<file path="src/rtl/cache_pkg.sv">
// Shared types and constants for the direct-mapped write-through cache.
package cache_pkg;

  typedef enum logic [1:0] {
    IDLE   = 2'd0,
    MEM_RD = 2'd1,
    MEM_WR = 2'd2,
    RESP   = 2'd3
  } state_t;

  // Default geometry: 16-word Ram, 4 one-word lines.
  localparam int ADDR_BITS_DEF  = 4;
  localparam int INDEX_BITS_DEF = 2;
  localparam int TAG_BITS       = ADDR_BITS_DEF - INDEX_BITS_DEF;
  localparam int LINES          = 1 << INDEX_BITS_DEF;
  localparam int CNT_W          = 16;

  // Statistics counters stick at all-ones instead of wrapping.
  function automatic logic [CNT_W-1:0] sat_inc(input logic [CNT_W-1:0] v);
    return (v == '1) ? v : v + 1'b1;
  endfunction

endpackage

</file>
<file path="src/rtl/cache_controller_if.sv">
// CPU-side request/response and Ram-side bus bundled together.
// master = cache controller view, slave = CPU + Ram environment view.
interface cache_controller_if #(
  parameter int WIDTH = 32,
  parameter int DEPTH = 4
);
  logic [DEPTH-1:0] cpu_addr;
  logic [WIDTH-1:0] cpu_wdata;
  logic             cpu_read;
  logic             cpu_write;
  logic [WIDTH-1:0] cpu_rdata;
  logic             cpu_ready;
  logic             cpu_busy;

  logic [DEPTH-1:0] mem_adress;
  logic [WIDTH-1:0] mem_data_in;
  logic             mem_write_enable;
  logic             mem_read_enable;
  logic [WIDTH-1:0] mem_data_out;
  logic             mem_valid_out;

  modport master (
    input  cpu_addr, cpu_wdata, cpu_read, cpu_write, mem_data_out, mem_valid_out,
    output cpu_rdata, cpu_ready, cpu_busy,
           mem_adress, mem_data_in, mem_write_enable, mem_read_enable
  );

  modport slave (
    output cpu_addr, cpu_wdata, cpu_read, cpu_write, mem_data_out, mem_valid_out,
    input  cpu_rdata, cpu_ready, cpu_busy,
           mem_adress, mem_data_in, mem_write_enable, mem_read_enable
  );
endinterface

</file>
<file path="src/rtl/cache_array.sv">
// Line store: valid/tag/data per line, one write port, combinational lookup.
module cache_array import cache_pkg::*; #(
  parameter int WIDTH = 32,
  parameter int TAG_W = TAG_BITS,
  parameter int IDX_W = $clog2(LINES)
) (
  input  logic                   clk,
  input  logic                   reset,
  input  logic [IDX_W+TAG_W-1:0] i_lk_addr,
  output logic                   o_hit,
  output logic [WIDTH-1:0]       o_lk_data,
  input  logic                   i_we,
  input  logic [IDX_W+TAG_W-1:0] i_wr_addr,
  input  logic [WIDTH-1:0]       i_wr_data
);
  localparam int N = 1 << IDX_W;

  logic [N-1:0]            r_valid;
  logic [N-1:0][TAG_W-1:0] r_tag;
  logic [N-1:0][WIDTH-1:0] r_data;

  logic [IDX_W-1:0] w_lk_idx, w_wr_idx;
  logic [TAG_W-1:0] w_lk_tag, w_wr_tag;

  assign {w_lk_tag, w_lk_idx} = i_lk_addr;
  assign {w_wr_tag, w_wr_idx} = i_wr_addr;

  assign o_hit     = r_valid[w_lk_idx] && (r_tag[w_lk_idx] == w_lk_tag);
  assign o_lk_data = r_data[w_lk_idx];

  // Fill or update one line; reset invalidates every line at once.
  always_ff @(posedge clk or negedge reset) begin
    if (!reset) begin
      r_valid <= '0;
      r_tag   <= '0;
      r_data  <= '0;
    end else if (i_we) begin
      r_valid[w_wr_idx] <= 1'b1;
      r_tag[w_wr_idx]   <= w_wr_tag;
      r_data[w_wr_idx]  <= i_wr_data;
    end
  end
endmodule

</file>
<file path="src/rtl/cache_controller.sv">
// Direct-mapped, write-through, no-write-allocate cache in front of Ram.
module cache_controller import cache_pkg::*; #(
  parameter int WIDTH      = 32,
  parameter int DEPTH      = 4,
  parameter int INDEX_BITS = 2
) (
  input  logic             clk,
  input  logic             reset,
  cache_controller_if.master bus,
  output logic [CNT_W-1:0] hit_count,
  output logic [CNT_W-1:0] miss_count
);
  localparam int TAG_W = DEPTH - INDEX_BITS;

  state_t           r_state, w_next;
  logic [DEPTH-1:0] r_addr;
  logic [WIDTH-1:0] r_wdata;
  logic [WIDTH-1:0] r_rdata;
  logic [CNT_W-1:0] r_hit, r_miss;

  logic             w_idle, w_rd_acc, w_wr_acc;
  logic [DEPTH-1:0] w_lk_addr;
  logic             w_hit;
  logic [WIDTH-1:0] w_lk_data;
  logic             w_arr_we;
  logic [WIDTH-1:0] w_arr_wdata;

  assign w_idle    = (r_state == IDLE);
  // Write wins when both request pulses arrive together.
  assign w_wr_acc  = w_idle && bus.cpu_write;
  assign w_rd_acc  = w_idle && bus.cpu_read && !bus.cpu_write;
  // In IDLE look up the live request; afterwards the latched address.
  assign w_lk_addr = w_idle ? bus.cpu_addr : r_addr;

  cache_array #(.WIDTH(WIDTH), .TAG_W(TAG_W), .IDX_W(INDEX_BITS)) u_array (
    .clk       (clk),
    .reset     (reset),
    .i_lk_addr (w_lk_addr),
    .o_hit     (w_hit),
    .o_lk_data (w_lk_data),
    .i_we      (w_arr_we),
    .i_wr_addr (r_addr),
    .i_wr_data (w_arr_wdata)
  );

  // State register.
  always_ff @(posedge clk or negedge reset) begin
    if (!reset) r_state <= IDLE;
    else        r_state <= w_next;
  end

  // Next state and line-store write control.
  always_comb begin
    w_next      = r_state;
    w_arr_we    = 1'b0;
    w_arr_wdata = r_wdata;
    case (r_state)
      IDLE: begin
        if (w_wr_acc)      w_next = MEM_WR;
        else if (w_rd_acc) w_next = w_hit ? RESP : MEM_RD;
      end
      MEM_RD: begin
        if (bus.mem_valid_out) begin
          w_next      = RESP;
          w_arr_we    = 1'b1;
          w_arr_wdata = bus.mem_data_out;
        end
      end
      MEM_WR: begin
        w_next   = RESP;
        w_arr_we = w_hit;  // update on hit only, never allocate
      end
      RESP:    w_next = IDLE;
      default: w_next = IDLE;
    endcase
  end

  // Request latch, read data capture and hit/miss statistics.
  always_ff @(posedge clk or negedge reset) begin
    if (!reset) begin
      r_addr  <= '0;
      r_wdata <= '0;
      r_rdata <= '0;
      r_hit   <= '0;
      r_miss  <= '0;
    end else begin
      if (w_wr_acc || w_rd_acc) begin
        r_addr  <= bus.cpu_addr;
        r_wdata <= bus.cpu_wdata;
      end
      if (w_rd_acc && w_hit) begin
        r_rdata <= w_lk_data;
        r_hit   <= sat_inc(r_hit);
      end
      if (w_rd_acc && !w_hit) r_miss <= sat_inc(r_miss);
      if (r_state == MEM_RD && bus.mem_valid_out) r_rdata <= bus.mem_data_out;
    end
  end

  // Everything outward is decoded from registered state only.
  assign bus.cpu_ready        = (r_state == RESP);
  assign bus.cpu_busy         = !w_idle;
  assign bus.cpu_rdata        = (r_state == RESP) ? r_rdata : '0;
  assign bus.mem_read_enable  = (r_state == MEM_RD);
  assign bus.mem_write_enable = (r_state == MEM_WR);
  assign bus.mem_adress       = (r_state == MEM_RD || r_state == MEM_WR) ? r_addr : '0;
  assign bus.mem_data_in      = (r_state == MEM_WR) ? r_wdata : '0;
  assign hit_count            = r_hit;
  assign miss_count           = r_miss;
endmodule

</file>
<file path="src/flat_wrapper.sv">
// flat-port wrapper written by rule: the top's interface ports become plain ports
module cache_controller_flat import cache_pkg::*;
#(
  parameter int WIDTH      = 32,
  parameter int DEPTH      = 4,
  parameter int INDEX_BITS = 2
)
  (clk, reset, hit_count, miss_count, bus_cpu_addr, bus_cpu_wdata, bus_cpu_read, bus_cpu_write, bus_mem_data_out, bus_mem_valid_out, bus_cpu_rdata, bus_cpu_ready, bus_cpu_busy, bus_mem_adress, bus_mem_data_in, bus_mem_write_enable, bus_mem_read_enable);
  cache_controller_if #(.WIDTH(WIDTH), .DEPTH(DEPTH)) bus_i ();
  input  logic clk;
  input  logic reset;
  output logic [CNT_W-1:0] hit_count;
  output logic [CNT_W-1:0] miss_count;
  input wire logic [$bits(bus_i.cpu_addr)-1:0] bus_cpu_addr;
  input wire logic [$bits(bus_i.cpu_wdata)-1:0] bus_cpu_wdata;
  input wire logic [$bits(bus_i.cpu_read)-1:0] bus_cpu_read;
  input wire logic [$bits(bus_i.cpu_write)-1:0] bus_cpu_write;
  input wire logic [$bits(bus_i.mem_data_out)-1:0] bus_mem_data_out;
  input wire logic [$bits(bus_i.mem_valid_out)-1:0] bus_mem_valid_out;
  output wire logic [$bits(bus_i.cpu_rdata)-1:0] bus_cpu_rdata;
  output wire logic [$bits(bus_i.cpu_ready)-1:0] bus_cpu_ready;
  output wire logic [$bits(bus_i.cpu_busy)-1:0] bus_cpu_busy;
  output wire logic [$bits(bus_i.mem_adress)-1:0] bus_mem_adress;
  output wire logic [$bits(bus_i.mem_data_in)-1:0] bus_mem_data_in;
  output wire logic [$bits(bus_i.mem_write_enable)-1:0] bus_mem_write_enable;
  output wire logic [$bits(bus_i.mem_read_enable)-1:0] bus_mem_read_enable;
  assign bus_i.cpu_addr = bus_cpu_addr;
  assign bus_i.cpu_wdata = bus_cpu_wdata;
  assign bus_i.cpu_read = bus_cpu_read;
  assign bus_i.cpu_write = bus_cpu_write;
  assign bus_i.mem_data_out = bus_mem_data_out;
  assign bus_i.mem_valid_out = bus_mem_valid_out;
  assign bus_cpu_rdata = bus_i.cpu_rdata;
  assign bus_cpu_ready = bus_i.cpu_ready;
  assign bus_cpu_busy = bus_i.cpu_busy;
  assign bus_mem_adress = bus_i.mem_adress;
  assign bus_mem_data_in = bus_i.mem_data_in;
  assign bus_mem_write_enable = bus_i.mem_write_enable;
  assign bus_mem_read_enable = bus_i.mem_read_enable;
  cache_controller #(.WIDTH(WIDTH), .DEPTH(DEPTH), .INDEX_BITS(INDEX_BITS)) u_core (.clk(clk), .reset(reset), .bus(bus_i), .hit_count(hit_count), .miss_count(miss_count));
endmodule
</file>
<file path="config.mk">
export PLATFORM = sky130hd
export DESIGN_NAME = cache_controller_flat
export DESIGN_NICKNAME = d
export VERILOG_FILES = /design/src/rtl/cache_pkg.sv /design/src/rtl/cache_controller_if.sv /design/src/rtl/cache_array.sv /design/src/rtl/cache_controller.sv /design/src/flat_wrapper.sv
export SDC_FILE = /design/constraint.sdc
export NUM_CORES = 1
export LEC_CHECK = 0
export CAP_MARGIN = 0
export CORE_UTILIZATION = 43
export CTS_CLUSTER_DIAMETER = 120
export DETAILED_ROUTE_END_ITERATION = 10
export GPL_ROUTABILITY_DRIVEN = 0
export PLACE_DENSITY = 0.65
export SYNTH_ARGS = -nofsm -noshare
export SYNTH_HDL_FRONTEND = slang
export SYNTH_SLANG_ARGS = --single-unit
</file>
<file path="constraint.sdc">
create_clock -name clk -period 7.1 [get_ports clk]
set_input_delay 0.71 -clock clk [delete_from_list [all_inputs] [get_ports clk]]
set_output_delay 0.71 -clock clk [all_outputs]
set_load 0.02 [all_outputs]
</file>
==> flow_metrics.env, run 1 <==
export IMPL_clockBufferDepth=3
export IMPL_cts_made_buffers=27
export IMPL_die_h_um=164.4
export IMPL_antenna_cells=0
export IMPL_synthCells=1010
export IMPL_required_ns=7.49
export IMPL_start_util_pct=43.63
export IMPL_cellLeakagePower_nw=5.644
export IMPL_yosysWarningCount=0
export IMPL_cts_hold_repair_buffers=0
export IMPL_vdd_drop_max_mv=0.3174
export IMPL_area_growth_pct=25.73
export IMPL_tightest_slew_ns=1.268
export IMPL_ios=177
export IMPL_max_slew_margin_pct=13.68
export IMPL_setup_slack_ns=1.894
export IMPL_fin_tns_setup_ns=0
export IMPL_drc_errors=0
export IMPL_num_vias=8518
export IMPL_synth_seq_cells=242
export IMPL_max_freq_mhz=192.1
export IMPL_final_cell_mix="242 x dfrtp_1, 175 x clkdlybuf4s50_1, 161 x o22a_1"
export IMPL_status="complete, no violations"
export IMPL_avgViaCountPerCell=5.667
export IMPL_async_reset_ff_share_pct=100.0
export IMPL_grt_total_usage_pct=21.72
export IMPL_ant_nets=0
export IMPL_core_area_mm2=0.02598
export IMPL_reg2regPathDepth=11
export IMPL_io_buffers=176
export IMPL_synth_enable_flop_cells=0
export IMPL_die_area_mm2=0.02702
export IMPL_antenna_found_initial=0
export IMPL_synth_flop_cell="dfrtp_1"
export IMPL_seq_area_frac_synth_pct=53.42
export IMPL_cts_sinks=242
export IMPL_nets=1228
export IMPL_cts_resized=0
export IMPL_cp_slowest_stage_delay_ns=1.12
export IMPL_whs_ns=0.1581
export IMPL_routed_wl_um=28670
export IMPL_final_common_cell="dfrtp_1"
export IMPL_drv_cap=0
export IMPL_root_buffer="clkbuf_16"
export IMPL_postCtsSetupBuffers=0
export IMPL_grt_overflow_total=0
export IMPL_grt_start_max_net_pins=162
export IMPL_p_per_area_mw_per_mm2=490.5
export IMPL_critPathMaxFanout=37
export IMPL_endpoint_kind="flip-flop"
export IMPL_maxSlewViolCount=0
export IMPL_grt_pass1_wl_um=46370
export IMPL_rows=59
export IMPL_fp_dieW_um=164.4
export IMPL_cp_slowest_cell="mux2i_4"
export IMPL_layout_drive_gt1_share_pct=10.02
export IMPL_cts_tree="done"
export IMPL_synth_net_count=1089
export IMPL_drtPass1Iterations=5
export IMPL_crit_top_cell="buf_4"
export IMPL_dp_hpwl_um=17500
export IMPL_initialDrtViolationCount=490
export IMPL_critPathKind="reg -> reg"
export IMPL_insertion_delay_ns=0.54
export IMPL_synth_avg_cell_area_um2=11.22
export IMPL_cp_start_kind="flip-flop"
export IMPL_ys_types=43
export IMPL_setup_violations_final=0
export IMPL_first_global_vias=8537
export IMPL_htree_levels=1
export IMPL_final_min_period_over_clock_period_pct=73.33
export IMPL_hold_class="in -> async"
export IMPL_fin_skew_ns=0.01655
export IMPL_reg2reg_slack_ns=1.89
export IMPL_synth_area_mm2=0.01134
export IMPL_crit_arrival_ns=5.59
export IMPL_pre_cts_ws_ns=1.941
export IMPL_layout_min_cycle_time_ns=5.206
export IMPL_hold_viol_final=0
export IMPL_final_fill_count=2296
export IMPL_wl_per_cell_um=19.08
export IMPL_rsz0062_at_grt="no"
export IMPL_path_cells="inv_1 -> ha_1 -> mux2i_4 -> buf_4 -> nand3_1 -> and4b_1 -> nor4_4 -> and3b_2 -> buf_4 -> mux2i_1 -> a21oi_1"
export IMPL_path_clk_slew_ns=0.06
## metrics by stage
step                      power (mW)  cells  cell area [um^2]  utilization [%]
final                          6.991   1503             14250            54.85
after global placement         5.581   1455             13370            51.47
after detailed placement       5.646   1455             13370            51.47
after floorplan                4.517   1010             11340                -
after global routing           7.461   1503             14250            54.85
after CTS                      7.055   1503             14250            54.85
## area by class of cell
type / count / area [um^2] / area share (%)
clock buffers: 39 / 780.7 / 5.478
multi-input cells: 684 / 5004 / 35.10
clock inverters: 9 / 98.84 / 0.6935
well taps: 335 / 419.2 / 2.941
repair buffers: 189 / 1877 / 13.17
flip-flops and latches: 242 / 6056 / 42.49
inverters: 5 / 18.77 / 0.1317
## sequential cells by signal, summed over array words and instances (netlist names)
| signal | cells |
|---|---|
| u_core.u_array.r_valid | 4 |
| u_core.r_addr | 4 |
| u_core.hit_count | 16 |
| u_core.u_array.r_tag | 8 |
| u_core.r_wdata | 32 |
| u_core.r_rdata | 32 |
| u_core.r_state | 2 |
| u_core.u_array.r_data | 128 |
| u_core.miss_count | 16 |
## critical path: cells and delay by family, from the launching register on
kind	cells	cell delay, ns
flops	1	0.42
buf+inv	3	1.05
simple gates	4	1.53
mux	2	1.35
fa+ha+maj	1	0.58
compound gates	1	0.09
## Yosys cell counts, drive strengths merged (2+ instances only)
| library cell | instances | area (um^2) |
|---|---|---|
| o22a | 161 | 1410 |
| dfrtp | 242 | 6056 |
| o21ai | 2 | 10.00 |
| nor2 | 40 | 160.2 |
| and3 | 15 | 93.84 |
| and2 | 103 | 644.4 |
| nand2b | 5 | 31.28 |
| a21oi | 37 | 185.2 |
| clkbuf | 54 | 202.7 |
| xnor2 | 27 | 236.5 |
| o22ai | 2 | 12.51 |
| a211oi | 33 | 247.7 |
| or2 | 4 | 25.02 |
| mux2 | 49 | 551.8 |
| nand3 | 21 | 105.1 |
| a31oi | 33 | 206.5 |
| nor3b | 3 | 22.52 |
| ha | 6 | 75.07 |
| nand4 | 11 | 68.82 |
| nand2 | 76 | 285.3 |
| and4 | 4 | 35.03 |
| buf | 25 | 126.4 |
| nand3b | 2 | 15.01 |
| nor2b | 2 | 12.51 |
| inv | 5 | 18.77 |
| nor4 | 2 | 27.53 |
| mux2i | 36 | 360.4 |
## layer usage
layer,share of wire [%],vias to the layer above,GRT usage (%)
li1,-,3984,-
met1,48,4271,31.26
met3,4.5,49,2.888
met2,45,214,34.45
met5,0,-,0
met4,2.2,0,5.922
## kinds of logic (layout without fill, tap and decap cells)
kind of cell / Yosys count / in the layout / share of synthesized area (%)
DFF: 242 / 242 / 53.42
buffers and inverters: 84 / 242 / 3.068
xor gates and xnor gates: 28 / 28 / 2.163
and+or+nand+nor: 292 / 292 / 13.85
muxes: 85 / 85 / 8.046
AOI/OAI and AO/OA: 273 / 273 / 18.79
adders and majority gates: 6 / 6 / 0.6622
## final timing paths
check | from | end
setup / recovery | u_core.r_state[1] | u_core.r_rdata[14]
setup reg to reg | u_core.r_state[1] | u_core.r_rdata[14]
max in group asynchronous | reset | u_core.u_array.r_tag[7]
hold reg to reg | u_core.u_array.r_data[119] | u_core.u_array.r_data[119]
min in group clk | u_core.u_array.r_data[119] | u_core.u_array.r_data[119]
hold / removal | reset | u_core.r_wdata[9]
## power breakdown
part	internal (mW)	switching (mW)
logic	1.46	1.72
registers	2.02	0.400
clock network	0.831	0.561
No activity file was read; power rests on OpenSTA's default activity.
==> inputs of run 2 (changes only) <==
==> constraint.sdc (replaced) <==
create_clock -name clk -period 5.22 [get_ports clk]
set_input_delay 0.522 -clock clk [delete_from_list [all_inputs] [get_ports clk]]
set_output_delay 0.522 -clock clk [all_outputs]
set_load 0.02 [all_outputs]
==> run 2 against run 1 <==
Net effect: the flow now finishes with violations (DRC, hold timing); sequential share of layout area shrank 0.22 points; clock power grew 37%; clock-buffer cell count is the same; design area grew 0.51%; cell count grew 0.47%; combinational power grew 36%; wire length shrank 0.49%; die area is the same; clock skew grew 0.0067 ns; non-clock buffer count grew 7; largest cell class unchanged.
==> flow_metrics.env, run 2 (synthesized netlist as in run 1, its figures left out) <==
export IMPL_cts_tree="done"
export IMPL_cp_slowest_cell="mux2i_4"
export IMPL_cts_sinks=242
export IMPL_grt_busiest_layer="met2"
export IMPL_num_vias=8458
export IMPL_critPathMaxFanout=27
export IMPL_initialDrtViolationCount=594
export IMPL_maxSlewViolCount=0
export IMPL_critPathKind="reg -> reg"
export IMPL_max_slew_margin_pct=41.03
export IMPL_fp_dieW_um=164.4
export IMPL_area_growth_pct=26.37
export IMPL_vdd_drop_max_mv=0.4232
export IMPL_drtPass1Iterations=8
export IMPL_die_h_um=164.4
export IMPL_largest_reg_flops=128
export IMPL_die_area_mm2=0.02702
export IMPL_antenna_found_initial=0
export IMPL_start_util_pct=43.63
export IMPL_grt_pass1_wl_um=45990
export IMPL_cp_slowest_stage_delay_ns=0.83
export IMPL_fin_tns_setup_ns=0
export IMPL_hold_class="in -> async"
export IMPL_drc_errors=2
export IMPL_clockBufferDepth=3
export IMPL_grt_total_usage_pct=21.42
export IMPL_worst_path_buf_inv=2
export IMPL_postCtsSetupBuffers=0
export IMPL_setup_violations_final=0
export IMPL_p_per_area_mw_per_mm2=665.7
export IMPL_path_clk_slew_ns=0.06
export IMPL_cts_resized=0
export IMPL_rsz0062_at_grt="no"
export IMPL_dp_cells=1462
export IMPL_dp_hpwl_um=18420
export IMPL_core_area_mm2=0.02598
export IMPL_required_ns=5.68
export IMPL_nets=1235
export IMPL_final_fill_count=2292
export IMPL_hold_viol_final=2
export IMPL_grt_start_max_net_pins=90
export IMPL_cts_made_buffers=27
export IMPL_cts_hold_repair_buffers=0
export IMPL_layout_min_cycle_time_ns=4.208
export IMPL_use_met2_pct=33.97
export IMPL_reg2regPathDepth=10
export IMPL_tightest_slew_ns=0.8845
export IMPL_top_register="u_core.u_array.r_data"
export IMPL_ant_nets=0
export IMPL_whs_ns=-0.006589
export IMPL_avgViaCountPerCell=5.601
export IMPL_grt_overflow_total=0
export IMPL_fin_skew_ns=0.02322
export IMPL_layout_drive_gt1_share_pct=10.72
export IMPL_use_met1_pct=31.24
export IMPL_root_buffer="clkbuf_16"
export IMPL_final_min_period_over_clock_period_pct=80.62
export IMPL_drv_cap=0
export IMPL_status="finished with violations"
export IMPL_path_cells="inv_1 -> ha_1 -> mux2i_4 -> nand2b_1 -> nand2_1 -> a221oi_2 -> a32oi_2 -> nor2_4 -> buf_4 -> o22a_1"
export IMPL_ios=177
export IMPL_final_common_cell="dfrtp_1"
export IMPL_max_freq_mhz=237.6
export IMPL_cellLeakagePower_nw=5.691
export IMPL_wl_per_cell_um=18.89
export IMPL_antenna_cells=0
export IMPL_insertion_delay_ns=0.53
export IMPL_top_regs="u_core.u_array.r_data (128), u_core.r_rdata (32), u_core.r_wdata (32)"
export IMPL_routed_wl_um=28530
export IMPL_first_global_vias=8483
export IMPL_cp_depth=10
export IMPL_final_cell_mix="242 x dfrtp_1, 175 x clkdlybuf4s50_1, 161 x o22a_1"
export IMPL_grt_util_met3_pct=3.064
export IMPL_htree_levels=1
export IMPL_rows=59
export IMPL_io_buffers=176
export IMPL_fin_total_pwr_mw=9.538
export IMPL_cp_start_kind="flip-flop"
export IMPL_post_route_util_pct=55.13
export IMPL_path_delay_family="compound AO/OA/AOI/OAI gates"
export IMPL_endpoint_kind="flip-flop"
export IMPL_layoutNonFillerInstCount=1510
export IMPL_violations="DRC, hold timing"
export IMPL_crit_arrival_ns=4.66
-- run 2: layout make-up --
type                       instances  area (um^2)  share of cell area (%)
multi-input combinational        684         5004                   34.93
inverter                           5        18.77                  0.1310
clock buffer                      39        800.8                   5.590
tap                              335        419.2                   2.926
timing repair buffer             196         1929                   13.47
clock inverter                     9        98.84                  0.6900
sequential                       242         6056                   42.27
-- run 2: where the power goes --
group	internal, mW	switching [mW]
clock network	1.16	0.741
registers	2.74	0.552
logic	1.99	2.35
total	5.89	3.65
-- run 2: path summary, 6_finish.rpt --
check | start | to | slack, ns
hold reg to reg | u_core.u_array.r_data[113] | u_core.u_array.r_data[113] | 0.48
min in group clk | u_core.u_array.r_data[113] | u_core.u_array.r_data[113] | 0.48
setup reg to reg | u_core.r_state[0] | u_core.u_array.r_data[13] | 1.01
hold / removal | reset | u_core.r_wdata[9] | -0.007
setup / recovery | u_core.r_state[0] | u_core.u_array.r_data[13] | 1.01
max in group asynchronous | reset | u_core.u_array.r_data[120] | 4.00
-- run 2: per-stage QoR --
step                      hold WS (ns)  setup slack [ns]  cell area, um^2
after detailed placement        0.4690             1.045            13430
after global placement          0.4610             1.212            13430
final                        -0.006589             1.012            14330
after global routing           0.03948            0.7333            14330
after CTS                      0.01105             1.022            14330
after floorplan                 0.2264             2.438            11340
-- run 2: worst reg2reg max path: stages, from the launching register on --
cell      delay (ns)
dfrtp_1         0.42
inv_1           0.10
ha_1            0.61
mux2i_4         0.83
nand2b_1        0.23
nand2_1         0.07
a221oi_2        0.43
a32oi_2         0.34
nor2_4          0.57
buf_4           0.37
o22a_1          0.17
-- run 2: per-layer routing --
| layer | vias up | part of all wire, % |
|---|---|---|
| met3 | 36 | 4.6 |
| met4 | 0 | 1.6 |
| met1 | 4238 | 48 |
| met5 | - | 0 |
| li1 | 3998 | - |
| met2 | 186 | 46 |
